[config.mk]
export PLATFORM = sky130hd
export DESIGN_NAME = pc_ras
export DESIGN_NICKNAME = d
export VERILOG_FILES = /design/src/rtl/pc_ras_pkg.sv /design/src/rtl/pc_ras_stack.sv /design/src/rtl/pc_ras.sv
export SDC_FILE = /design/constraint.sdc
export NUM_CORES = 1
export LEC_CHECK = 0
export BUFFER_PORTS_ARGS = -buffer_cell sky130_fd_sc_hd__buf_4
export CAP_MARGIN = 10
export CORE_ASPECT_RATIO = 2
export CORE_MARGIN = 2
export CORE_UTILIZATION = 58
export DETAILED_ROUTE_END_ITERATION = 7
export PLACE_DENSITY = 0.85
export SLEW_MARGIN = 10
export SYNTH_ARGS = -nofsm -noshare
export SYNTH_HDL_FRONTEND = slang
export SYNTH_SLANG_ARGS = --single-unit
[constraint.sdc]
create_clock -name clk -period 2.2 [get_ports clk]
set_input_delay 0.11 -clock clk [delete_from_list [all_inputs] [get_ports clk]]
set_output_delay 0.11 -clock clk [all_outputs]
set_load 0.02 [all_outputs]
[src/rtl/pc_ras_pkg.sv]
// pc_ras_pkg: shared address width, enable levels, default vectors and the
// action-select encoding used by the program counter and its RAS.
// Helper select_action() resolves the control priority trap > call > jmp > ret > inc.
`timescale 1ns/1ps
package pc_ras_pkg;

  localparam int PC_ADDR_WIDTH = 32;
  typedef logic [PC_ADDR_WIDTH-1:0] pc_addr_vector_t;

  localparam logic ENABLE  = 1'b1;
  localparam logic DISABLE = 1'b0;

  localparam pc_addr_vector_t DEF_RESET_VECTOR = 32'h0000_0000;
  localparam pc_addr_vector_t DEF_TRAP_VECTOR  = 32'h0000_0010;

  typedef enum logic [2:0] {
    ACT_HOLD,
    ACT_TRAP,
    ACT_CALL,
    ACT_JMP,
    ACT_RET,
    ACT_INC
  } act_e;

  // Trap ignores en; everything else needs en asserted.
  function automatic act_e select_action(input logic en, input logic trap,
                                         input logic call, input logic jmp,
                                         input logic ret);
    if (trap)              return ACT_TRAP;
    else if (en != ENABLE) return ACT_HOLD;
    else if (call)         return ACT_CALL;
    else if (jmp)          return ACT_JMP;
    else if (ret)          return ACT_RET;
    else                   return ACT_INC;
  endfunction

endpackage

[src/rtl/pc_ras_stack.sv]
// ras_stack: circular LIFO of return addresses; pushing when full overwrites the oldest entry.
// Latency: push/pop take effect on the clock edge; top/empty/full derive from registered state.
// Backpressure: none; pop when empty is ignored, push when full sets sticky ovf.
// Ports: clk, reset (async active-low), push, pop, data_in -> top, empty, full, ovf.
`timescale 1ns/1ps
module ras_stack
  import pc_ras_pkg::*;
#(
  parameter int WIDTH = 32,
  parameter int DEPTH = 4
) (
  input  logic             clk,
  input  logic             reset,
  input  logic             push,
  input  logic             pop,
  input  logic [WIDTH-1:0] data_in,
  output logic [WIDTH-1:0] top,
  output logic             empty,
  output logic             full,
  output logic             ovf
);

  localparam int PTR_W = $clog2(DEPTH);
  localparam int CNT_W = PTR_W + 1;

  logic [WIDTH-1:0] mem_q [DEPTH];
  logic [WIDTH-1:0] mem_d [DEPTH];
  logic [PTR_W-1:0] top_ptr_q, top_ptr_d;
  logic [CNT_W-1:0] cnt_q, cnt_d;
  logic             ovf_q, ovf_d;

  assign empty = (cnt_q == '0);
  assign full  = (cnt_q == CNT_W'(DEPTH));
  assign top   = mem_q[top_ptr_q];
  assign ovf   = ovf_q;

  always_comb begin
    mem_d     = mem_q;
    top_ptr_d = top_ptr_q;
    cnt_d     = cnt_q;
    ovf_d     = ovf_q;
    if (push) begin
      // Pointer wraps modulo DEPTH, so a push into a full stack lands on the oldest slot.
      top_ptr_d        = top_ptr_q + PTR_W'(1);
      mem_d[top_ptr_d] = data_in;
      if (full) ovf_d = ENABLE;
      else      cnt_d = cnt_q + CNT_W'(1);
    end else if (pop && !empty) begin
      top_ptr_d = top_ptr_q - PTR_W'(1);
      cnt_d     = cnt_q - CNT_W'(1);
    end
  end

  always_ff @(posedge clk or negedge reset) begin
    if (!reset) begin
      for (int i = 0; i < DEPTH; i++) mem_q[i] <= '0;
      top_ptr_q <= '0;
      cnt_q     <= '0;
      ovf_q     <= DISABLE;
    end else begin
      mem_q     <= mem_d;
      top_ptr_q <= top_ptr_d;
      cnt_q     <= cnt_d;
      ovf_q     <= ovf_d;
    end
  end

endmodule

[src/rtl/pc_ras.sv]
// pc_ras: fetch-stage program counter with trap/call/jmp/ret/inc priority select and a RAS.
// Latency: one cycle; addr_out reflects the action sampled on the previous rising edge.
// Backpressure: en=0 holds PC, RAS and flags (trap still acts); no ready signalling.
// Ports: clk, reset (async active-low), en, jmp, call, ret, trap, addr_in ->
//        addr_out, ras_empty, ras_full, ras_ovf, ret_err.
`timescale 1ns/1ps
module pc_ras
  import pc_ras_pkg::*;
#(
  parameter int                    ADDR_WIDTH   = PC_ADDR_WIDTH,
  parameter int                    INC_STEP     = 1,
  parameter logic [ADDR_WIDTH-1:0] RESET_VECTOR = ADDR_WIDTH'(DEF_RESET_VECTOR),
  parameter logic [ADDR_WIDTH-1:0] TRAP_VECTOR  = ADDR_WIDTH'(DEF_TRAP_VECTOR),
  parameter int                    RAS_DEPTH    = 4
) (
  input  logic                  clk,
  input  logic                  reset,
  input  logic                  en,
  input  logic                  jmp,
  input  logic                  call,
  input  logic                  ret,
  input  logic                  trap,
  input  logic [ADDR_WIDTH-1:0] addr_in,
  output logic [ADDR_WIDTH-1:0] addr_out,
  output logic                  ras_empty,
  output logic                  ras_full,
  output logic                  ras_ovf,
  output logic                  ret_err
);

  logic [ADDR_WIDTH-1:0] pc_q, pc_d;
  logic [ADDR_WIDTH-1:0] pc_inc;
  logic [ADDR_WIDTH-1:0] ras_top;
  logic                  ret_err_q, ret_err_d;
  logic                  ras_push, ras_pop;
  act_e                  act;

  // Sequential address doubles as the return address pushed on call.
  assign pc_inc = pc_q + ADDR_WIDTH'(INC_STEP);

  always_comb begin
    act       = select_action(en, trap, call, jmp, ret);
    pc_d      = pc_q;
    ret_err_d = DISABLE;
    ras_push  = DISABLE;
    ras_pop   = DISABLE;
    case (act)
      ACT_TRAP: pc_d = TRAP_VECTOR;
      ACT_CALL: begin
        pc_d     = addr_in;
        ras_push = ENABLE;
      end
      ACT_JMP:  pc_d = addr_in;
      ACT_RET: begin
        if (!ras_empty) begin
          pc_d    = ras_top;
          ras_pop = ENABLE;
        end else begin
          // Underflow falls back to a sequential advance and reports it.
          pc_d      = pc_inc;
          ret_err_d = ENABLE;
        end
      end
      ACT_INC:  pc_d = pc_inc;
      default:  ;
    endcase
  end

  always_ff @(posedge clk or negedge reset) begin
    if (!reset) begin
      pc_q      <= RESET_VECTOR;
      ret_err_q <= DISABLE;
    end else begin
      pc_q      <= pc_d;
      ret_err_q <= ret_err_d;
    end
  end

  ras_stack #(
    .WIDTH (ADDR_WIDTH),
    .DEPTH (RAS_DEPTH)
  ) u_ras (
    .clk     (clk),
    .reset   (reset),
    .push    (ras_push),
    .pop     (ras_pop),
    .data_in (pc_inc),
    .top     (ras_top),
    .empty   (ras_empty),
    .full    (ras_full),
    .ovf     (ras_ovf)
  );

  assign addr_out = pc_q;
  assign ret_err  = ret_err_q;

endmodule

==> impl_metrics.env, run 1 <==
export IMPL_status="completed"
export IMPL_overflow=0
export IMPL_place_congestion=0.901
export IMPL_antenna_left=0
export IMPL_fp_row_count=60
export IMPL_die_width_um=86.9
export IMPL_setup_viol=0
export IMPL_grt_first_pass_wirelength_um=36900
export IMPL_vias_per_cell=6.79
export IMPL_synth_enable_flop_cells=0
export IMPL_power_density_nw_per_um2=1090
export IMPL_layout_setup_ws_ns=0.0631
export IMPL_cts_clk_slew_worst_paths_ns=0.06
export IMPL_timing_fmax_mhz=468
export IMPL_place_area_um2=8810
export IMPL_cp_start_kind="flop"
export IMPL_finalNetCount=896
export IMPL_grt_pass1_vias=7218
export IMPL_detailroute_via_count=6923
export IMPL_cts_path_max_buffers=2
export IMPL_wl_um=23100
export IMPL_htreeDepth=4
export IMPL_pre_cts_ws_ns=-0.0434
export IMPL_fin_tns_setup_ns=0
export IMPL_finalCriticalPeriod_ns=2.14
export IMPL_cap_violations=0
export IMPL_ys_flop_type="dfrtp_1"
export IMPL_crit_type="flop to flop"
export IMPL_syn_to_final_growth_pct=21.0
export IMPL_die_h_um=170
export IMPL_drtPass1Iterations=8
export IMPL_drtIter0Drc=821
export IMPL_core_area_um2=13400
export IMPL_synth_seq_cells=167
export IMPL_synth_seq_area_share_pct=52.4
export IMPL_worstPathMaxFanout=6
export IMPL_cts_tree="yes"
export IMPL_postSynthCellCount=760
export IMPL_post_route_period_util_pct=97.1
export IMPL_syn_avg_cell_area_um2=10.5
export IMPL_drc=0
export IMPL_synth_async_reset_ratio_pct=100
export IMPL_ys_warn_count=0
export IMPL_dpl_hpwl_um=14700
export IMPL_syn_area_um2=7970
export IMPL_cts_root_buf="clkbuf_16"
export IMPL_cts_made_buffers=17
export IMPL_yosys_cell_types_count=49
export IMPL_final_hold_violation_count=0
export IMPL_grt_usage_pct=32.9
export IMPL_ir_drop_v=0.000771
export IMPL_clk_latency_ns=0.43
export IMPL_p_leak_nw=4.25
export IMPL_clock_sinks=167
export IMPL_drive_above_1_share_pct=22.2
export IMPL_die_area_um2=14700
export IMPL_hold_class="input pin to flop"
export IMPL_slew_headroom_pct=42.2
export IMPL_drv_slew=0
export IMPL_port_buffers=74
export IMPL_n_antenna_cell=0
export IMPL_syn_num_nets=805
export IMPL_skew_ns=0.0107
export IMPL_antenna_found_initial=0
export IMPL_wl_per_cell_um=22.7
export IMPL_cp_arrival_ns=2.43
export IMPL_cp_data_required_time_ns=2.49
export IMPL_grt_max_degree=74
export IMPL_ios=75
export IMPL_endpoint_kind="flop"
export IMPL_finish_instance_area_um2=9640
export IMPL_initial_core_util_pct=59.3
export IMPL_tightestPinTransition_ns=0.864
export IMPL_rsz0062_at_grt="false"
critical path, cell delays in order, from the launching register on:
cell      delay (ns)
dfrtp_1         0.47
nand4_1         0.31
nor4_1          0.44
nand3_1         0.30
xor2_2          0.31
o221ai_1        0.17
final cells by class:
cell class / instances / area, um^2
timing repair buffer: 124 / 1080
inverter: 7 / 26.3
tap: 155 / 194
clock buffer: 19 / 433
sequential: 167 / 4180
clock inverter: 13 / 149
fill: 864 / 3790
multi-input combinational: 534 / 3580
registers in the layout (all words and copies together) (netlist names):
signal	count
ret_err	1
u_ras.ovf	1
u_ras.cnt_q	3
u_ras.top_ptr_q	2
u_ras.mem_q	128
addr_out	32
cell families (layout without fill, tap and decap cells):
family                   Yosys count  in the layout  share of synthesized area (%)
buffers and inverters             59            163                           3.22
AND/OR/NAND/NOR                  250            250                           14.5
XOR/XNOR                          33             33                           3.63
multiplexers                      41             41                           10.3
flip-flops                       167            167                           52.4
adder cells (fa/ha/maj)            6              6                           1.04
AO/OA/AOI/OAI                    204            204                           14.9
where the power goes:
part / leakage (nW) / internal [mW] / switching, mW
logic: 1.73 / 1.38 / 1.55
registers: 2.24 / 4.03 / 0.625
clock network: 0.280 / 1.69 / 1.27
total: 4.25 / 7.10 / 3.44
cell usage in the layout, fill, tap and decap left out, drive strengths merged, types with 2 or more instances in the layout:
| master | Yosys | layout |
|---|---|---|
| clkinv | 0 | 6 |
| nand2 | 156 | 156 |
| inv | 7 | 10 |
| xor2 | 18 | 18 |
| a222oi | 17 | 17 |
| dlygate4sd3 | 0 | 20 |
| a21oi | 15 | 15 |
| clkinvlp | 0 | 2 |
| mux2 | 5 | 5 |
| nand4 | 15 | 15 |
| o21ai | 148 | 148 |
| clkbuf | 42 | 19 |
| nor2b | 2 | 2 |
| mux4 | 32 | 32 |
| nand3 | 16 | 16 |
| dfrtp | 167 | 167 |
| buf | 10 | 104 |
| a22oi | 4 | 4 |
| a21o | 5 | 5 |
| o221ai | 9 | 9 |
| and2 | 3 | 3 |
| and4 | 2 | 2 |
| nor2 | 21 | 21 |
| mux2i | 4 | 4 |
| nor3 | 7 | 7 |
| xnor2 | 15 | 15 |
| and3 | 15 | 15 |
| nor4 | 7 | 7 |
| or3 | 2 | 2 |
| bufinv | 0 | 2 |
| ha | 5 | 5 |
cells in the mapped netlist (9+ instances only):
library cell	instances	area, um^2
dfrtp_1	167	4180
nand2_1	156	586
o21ai_0	147	736
clkbuf_1	40	150
mux4_2	32	721
nor2_1	20	75.1
xor2_1	18	158
a222oi_1	17	170
nand3_1	16	80.1
a21oi_1	15	75.1
xnor2_1	15	131
and3_1	13	81.3
nand4_1	13	81.3
o221ai_1	9	78.8
metrics by stage:
step	total power, mW	cells	hold WS (ns)	utilization, %
final	10.5	1019	0.0284	71.8
after global routing	11.0	1019	0.0221	71.8
after CTS	10.5	1018	0.000532	71.4
after detailed placement	7.52	966	0.177	65.6
after global placement	7.23	966	0.161	65.6
after floorplan	6.48	760	-0.186	-
path summary, 6_finish.rpt:
| check | startpoint | to | slack [ns] | cells past startpoint |
|---|---|---|---|---|
| max | addr_out[17] | addr_out[27] | 0.06 | 5 |
| min | addr_in[3] | addr_out[3] | 0.03 | 3 |
| max reg2reg | addr_out[17] | addr_out[27] | 0.06 | 5 |
| min reg2reg | u_ras.ovf | u_ras.ovf | 0.46 | 1 |
| max in group asynchronous | reset | u_ras.mem_q[25] | 1.18 | 3 |
| min in group asynchronous | reset | u_ras.mem_q[72] | 0.25 | 2 |
timing repair:
item,CTS,global route
endpoints found under the setup margin,14,27
pin swaps,1,0
endpoints found under the hold margin,89,1
hold buffers,19,1
gates resized for setup,1,6
buffers inserted,1,0
metal layers:
layer  vias to the layer above  GRT usage, %  wire length [um]
met4                         0          21.7              1290
met3                       112          6.47              1830
met2                       480          53.9             12000
li1                       2925             -                 -
met5                         -             0                 0
met1                      3406          38.6              8000
No activity file was read; power rests on OpenSTA's default activity.
==> run 2: changes to the inputs <==
- CORE_UTILIZATION: 58 -> 30
- PLACE_DENSITY: 0.85 -> 0.53
==> impl_metrics.env, run 2 (same netlist as run 1, synthesis figures left out) <==
export IMPL_skew_ns=0.0128
export IMPL_p_leak_nw=4.41
export IMPL_cts_path_max_buffers=2
export IMPL_min_from="trap"
export IMPL_largest_reg_flops=128
export IMPL_detailroute_via_count=6239
export IMPL_htreeDepth=4
export IMPL_final_cell_mix="dfrtp_1, nand2_1, o21ai_0, buf_4, mux4_2"
export IMPL_die_h_um=234
export IMPL_cts_clk_slew_worst_paths_ns=0.07
export IMPL_n_antenna_cell=0
export IMPL_reg2reg_from="addr_out[8]"
export IMPL_rsz0062_at_grt="false"
export IMPL_cap_violations=0
export IMPL_vias_per_cell=5.06
export IMPL_grt_max_degree=50
export IMPL_place_inst=1178
export IMPL_timing_fmax_mhz=480
export IMPL_status="completed"
export IMPL_post_route_period_util_pct=94.7
export IMPL_ctsResizeCount=0
export IMPL_final_cells=1234
export IMPL_whs_ns=0.0532
export IMPL_port_buffers=74
export IMPL_endpoint_kind="flop"
export IMPL_clk_latency_ns=0.44
export IMPL_cp_arrival_ns=2.38
export IMPL_antenna_left=0
export IMPL_syn_to_final_growth_pct=27.1
export IMPL_die_width_um=119
export IMPL_tightestPinTransition_ns=0.510
export IMPL_total_power_mw=10.6
export IMPL_cts_root_buf="clkbuf_16"
export IMPL_ctsHoldBuffers=24
export IMPL_ir_drop_v=0.000580
export IMPL_grt_pass1_vias=6515
export IMPL_grt_first_pass_wirelength_um=38100
export IMPL_cp_data_required_time_ns=2.50
export IMPL_die_area_um2=28000
export IMPL_dpl_hpwl_um=16800
export IMPL_cp_start_kind="flop"
export IMPL_wl_um=24000
export IMPL_cts_made_buffers=17
export IMPL_finalNetCount=922
export IMPL_hold_class="input pin to flop"
export IMPL_core_area_um2=26200
export IMPL_drtPass1Iterations=7
export IMPL_setup_viol=0
export IMPL_drc=0
export IMPL_cts_tree="yes"
export IMPL_final_hold_violation_count=0
export IMPL_crit_type="flop to flop"
export IMPL_antenna_found_initial=0
export IMPL_fp_row_count=84
export IMPL_power_density_nw_per_um2=1050
export IMPL_overflow=0
export IMPL_drtIter0Drc=363
export IMPL_initial_core_util_pct=30.4
export IMPL_fin_tns_setup_ns=0
export IMPL_grt_usage_pct=18.1
export IMPL_slew_headroom_pct=66.0
export IMPL_layout_commonest_cell="dfrtp_1"
export IMPL_wl_per_cell_um=19.5
export IMPL_ios=75
export IMPL_clock_sinks=167
export IMPL_regMostFlops="u_ras.mem_q"
export IMPL_place_congestion=0.766
export IMPL_drive_above_1_share_pct=24.0
export IMPL_worstPathMaxFanout=7
export IMPL_finalCriticalPeriod_ns=2.08
export IMPL_crit_start="addr_out[8]"
export IMPL_fin_util_pct=38.7
export IMPL_post_cts_buffers=0
export IMPL_drv_slew=0
[run 2: cell count changes in the layout (fill, tap and decap cells not counted), sizes merged]
cell and change:
buf +22, clkbuf -1, clkinv -1, clkinvlp -1, dlygate4sd3 +4, inv +3
[run 2: final cells by class]
type | instances | area, um^2
clock buffer | 18 | 439
clock inverter | 14 | 164
fill | 2580 | 16000
inverter | 7 | 26.3
multi-input combinational | 534 | 3550
sequential | 167 | 4180
tap | 344 | 430
timing repair buffer | 150 | 1340
[run 2: per-stage QoR]
step / area [um^2] / setup slack, ns
2_1_floorplan: 7970 / 0.216
3_3_place_gp: 9280 / 0.140
3_5_place_dp: 9280 / 0.104
4_1_cts: 10100 / 0.0975
5_1_grt: 10100 / 0.0110
6_report: 10100 / 0.116
[run 2: critical path: stages, from the launching register on]
cell and delay, ns:
dfrtp_1 0.46, and3_2 0.26, nand3_1 0.24, nor4_1 0.53, xnor2_1 0.27, o221ai_1 0.18
[run 2: worst paths after layout]
kind | slack, ns | endpoint | cells past startpoint
setup / recovery | 0.12 | addr_out[25] | 5
hold / removal | 0.05 | addr_out[5] | 2
setup reg to reg | 0.12 | addr_out[25] | 5
hold reg to reg | 0.46 | u_ras.ovf | 1
max in group asynchronous | 1.37 | u_ras.mem_q[60] | 3
min in group asynchronous | 0.18 | u_ras.mem_q[96] | 2
[run 2: layer usage]
layer / GRT usage [%] / wire length, um / vias to the layer above
met4: 8.44 / 791 / 0
li1: - / - / 2972
met3: 3.46 / 1190 / 31
met5: 0 / 0 / -
met2: 32.7 / 12900 / 179
met1: 20.4 / 9130 / 3057
[run 2: power breakdown]
part           switching [mW]  leakage (nW)  total, mW  internal (mW)
Clock                    1.36         0.293       3.09           1.73
Sequential              0.575          2.24       4.60           4.02
Combinational            1.46          1.88       2.93           1.47
Total                    3.39          4.41       10.6           7.23
==> run 3: changes to the inputs <==
- PLACE_DENSITY: 0.53 -> 0.51
==> impl_metrics.env, run 3 (same netlist as run 1, synthesis figures left out) <==
export IMPL_pre_cts_ws_ns=0.103
export IMPL_timing_fmax_mhz=485
export IMPL_path_cells="and3_2 -> nand3_1 -> nor4_1 -> xnor2_1 -> o221ai_1"
export IMPL_setup_viol=0
export IMPL_regMostFlops="u_ras.mem_q"
export IMPL_total_power_mw=10.5
export IMPL_p_leak_nw=4.36
export IMPL_dpl_hpwl_um=17100
export IMPL_final_cell_mix="dfrtp_1, nand2_1, o21ai_0, buf_4, mux4_2"
export IMPL_grt_max_degree=57
export IMPL_vias_per_cell=5.06
export IMPL_drtPass1Iterations=5
export IMPL_ir_drop_v=0.000555
export IMPL_core_area_um2=26200
export IMPL_r2r_end="addr_out[25]"
export IMPL_cpPeakStageDelay_ns=0.49
export IMPL_hold_class="input pin to flop"
export IMPL_fp_row_count=84
export IMPL_skew_ns=0.00820
export IMPL_detailroute_via_count=6239
export IMPL_grt_usage_pct=18.3
export IMPL_cts_made_buffers=17
export IMPL_timing_critical_path_to="addr_out[25]"
export IMPL_final_cells=1232
export IMPL_clock_sinks=167
export IMPL_wl_um=24500
export IMPL_htreeDepth=4
export IMPL_cts_tree="yes"
export IMPL_drv_slew=0
export IMPL_r2r_setup_slack_ns=0.14
export IMPL_post_route_period_util_pct=93.7
export IMPL_grt_first_pass_wirelength_um=38500
export IMPL_cts_root_buf="clkbuf_16"
export IMPL_ios=75
export IMPL_drc=0
export IMPL_tightestPinTransition_ns=0.454
export IMPL_cts_clk_slew_worst_paths_ns=0.07
export IMPL_die_width_um=119
export IMPL_n_antenna_cell=0
export IMPL_slew_headroom_pct=69.5
export IMPL_finish_instance_area_um2=10100
export IMPL_die_h_um=234
export IMPL_antenna_found_initial=0
export IMPL_layout_setup_ws_ns=0.139
export IMPL_reg2reg_from="addr_out[7]"
export IMPL_clk_latency_ns=0.43
export IMPL_r2r_cells=5
export IMPL_largest_reg_flops=128
export IMPL_antenna_left=0
export IMPL_worstPathMaxFanout=7
export IMPL_cp_start_kind="flop"
export IMPL_place_inst=1179
export IMPL_power_density_nw_per_um2=1050
export IMPL_whs_ns=0.0467
export IMPL_syn_to_final_growth_pct=26.2
export IMPL_drtIter0Drc=329
export IMPL_layout_commonest_cell="dfrtp_1"
export IMPL_cp_data_required_time_ns=2.50
export IMPL_cap_violations=0
export IMPL_fin_tns_setup_ns=0
export IMPL_crit_start="addr_out[7]"
export IMPL_final_hold_violation_count=0
export IMPL_cp_arrival_ns=2.36
export IMPL_die_area_um2=28000
export IMPL_status="completed"
export IMPL_finalNetCount=921
export IMPL_worst_path_max_delay_cell="dfrtp_1"
export IMPL_endpoint_kind="flop"
export IMPL_overflow=0
export IMPL_port_buffers=74
export IMPL_finalCriticalPeriod_ns=2.06
export IMPL_place_area_um2=9240
export IMPL_fin_util_pct=38.4
export IMPL_cts_path_max_buffers=2
export IMPL_grt_pass1_vias=6486
export IMPL_wl_per_cell_um=19.9
export IMPL_crit_type="flop to flop"
export IMPL_drive_above_1_share_pct=24.2
export IMPL_initial_core_util_pct=30.4
export IMPL_place_congestion=0.789
==> run 3: cell count changes in the layout (fill, tap and decap cells not counted), sizes merged <==
cell / previous run / this run
clkinv: 5 / 3
buf: 126 / 127
dlygate4sd3: 24 / 22
inv: 13 / 8
clkbuf: 18 / 20
clkinvlp: 1 / 5
==> run 3: repair_timing <==
item / CTS / global route
gates resized for setup: 0 / 2
setup endpoints to repair: 0 / 2
hold endpoints to repair: 66 / 0
hold buffers: 22 / 0
setup buffers: 0 / 0
==> run 3: layout make-up <==
type	count	area [um^2]
Fill cell	2594	16100
Sequential cell	167	4180
Multi-Input combinational cell	534	3560
Timing Repair Buffer	149	1280
Clock buffer	20	457
Tap cell	344	430
Clock inverter	11	125
Inverter	7	26.3
==> run 3: layer usage <==
metal	global-route usage (%)	vias up	routed length, um
li1	-	2965	-
met4	6.55	0	665
met1	21.2	3103	9740
met3	3.75	31	1010
met2	33.3	140	13100
met5	0	-	0
==> run 3: power breakdown <==
part | internal (mW) | leakage [nW] | switching (mW)
sequential | 4.03 | 2.24 | 0.623
clock | 1.73 | 0.271 | 1.27
combinational | 1.47 | 1.85 | 1.42
total | 7.23 | 4.36 | 3.32
==> run 3: critical path: cells and delay by family, from the launching register on <==
kind             cells  cell delay [ns]
AO/OA/AOI/OAI        1             0.18
flip-flops           1             0.49
XOR/XNOR             1             0.26
AND/OR/NAND/NOR      3             0.99
==> run 3: worst min-delay path by stage <==
stage | start | end | slack, ns | cells after the start
after floorplan | reset | addr_out[0] | -0.19 | 0
after global placement | reset | u_ras.mem_q[64] | 0.05 | 1
after detailed placement | reset | u_ras.mem_q[71] | 0.06 | 1
after CTS | addr_in[3] | addr_out[3] | 0.04 | 3
after global routing | addr_in[16] | addr_out[16] | 0.05 | 3
final | addr_in[16] | addr_out[16] | 0.05 | 3
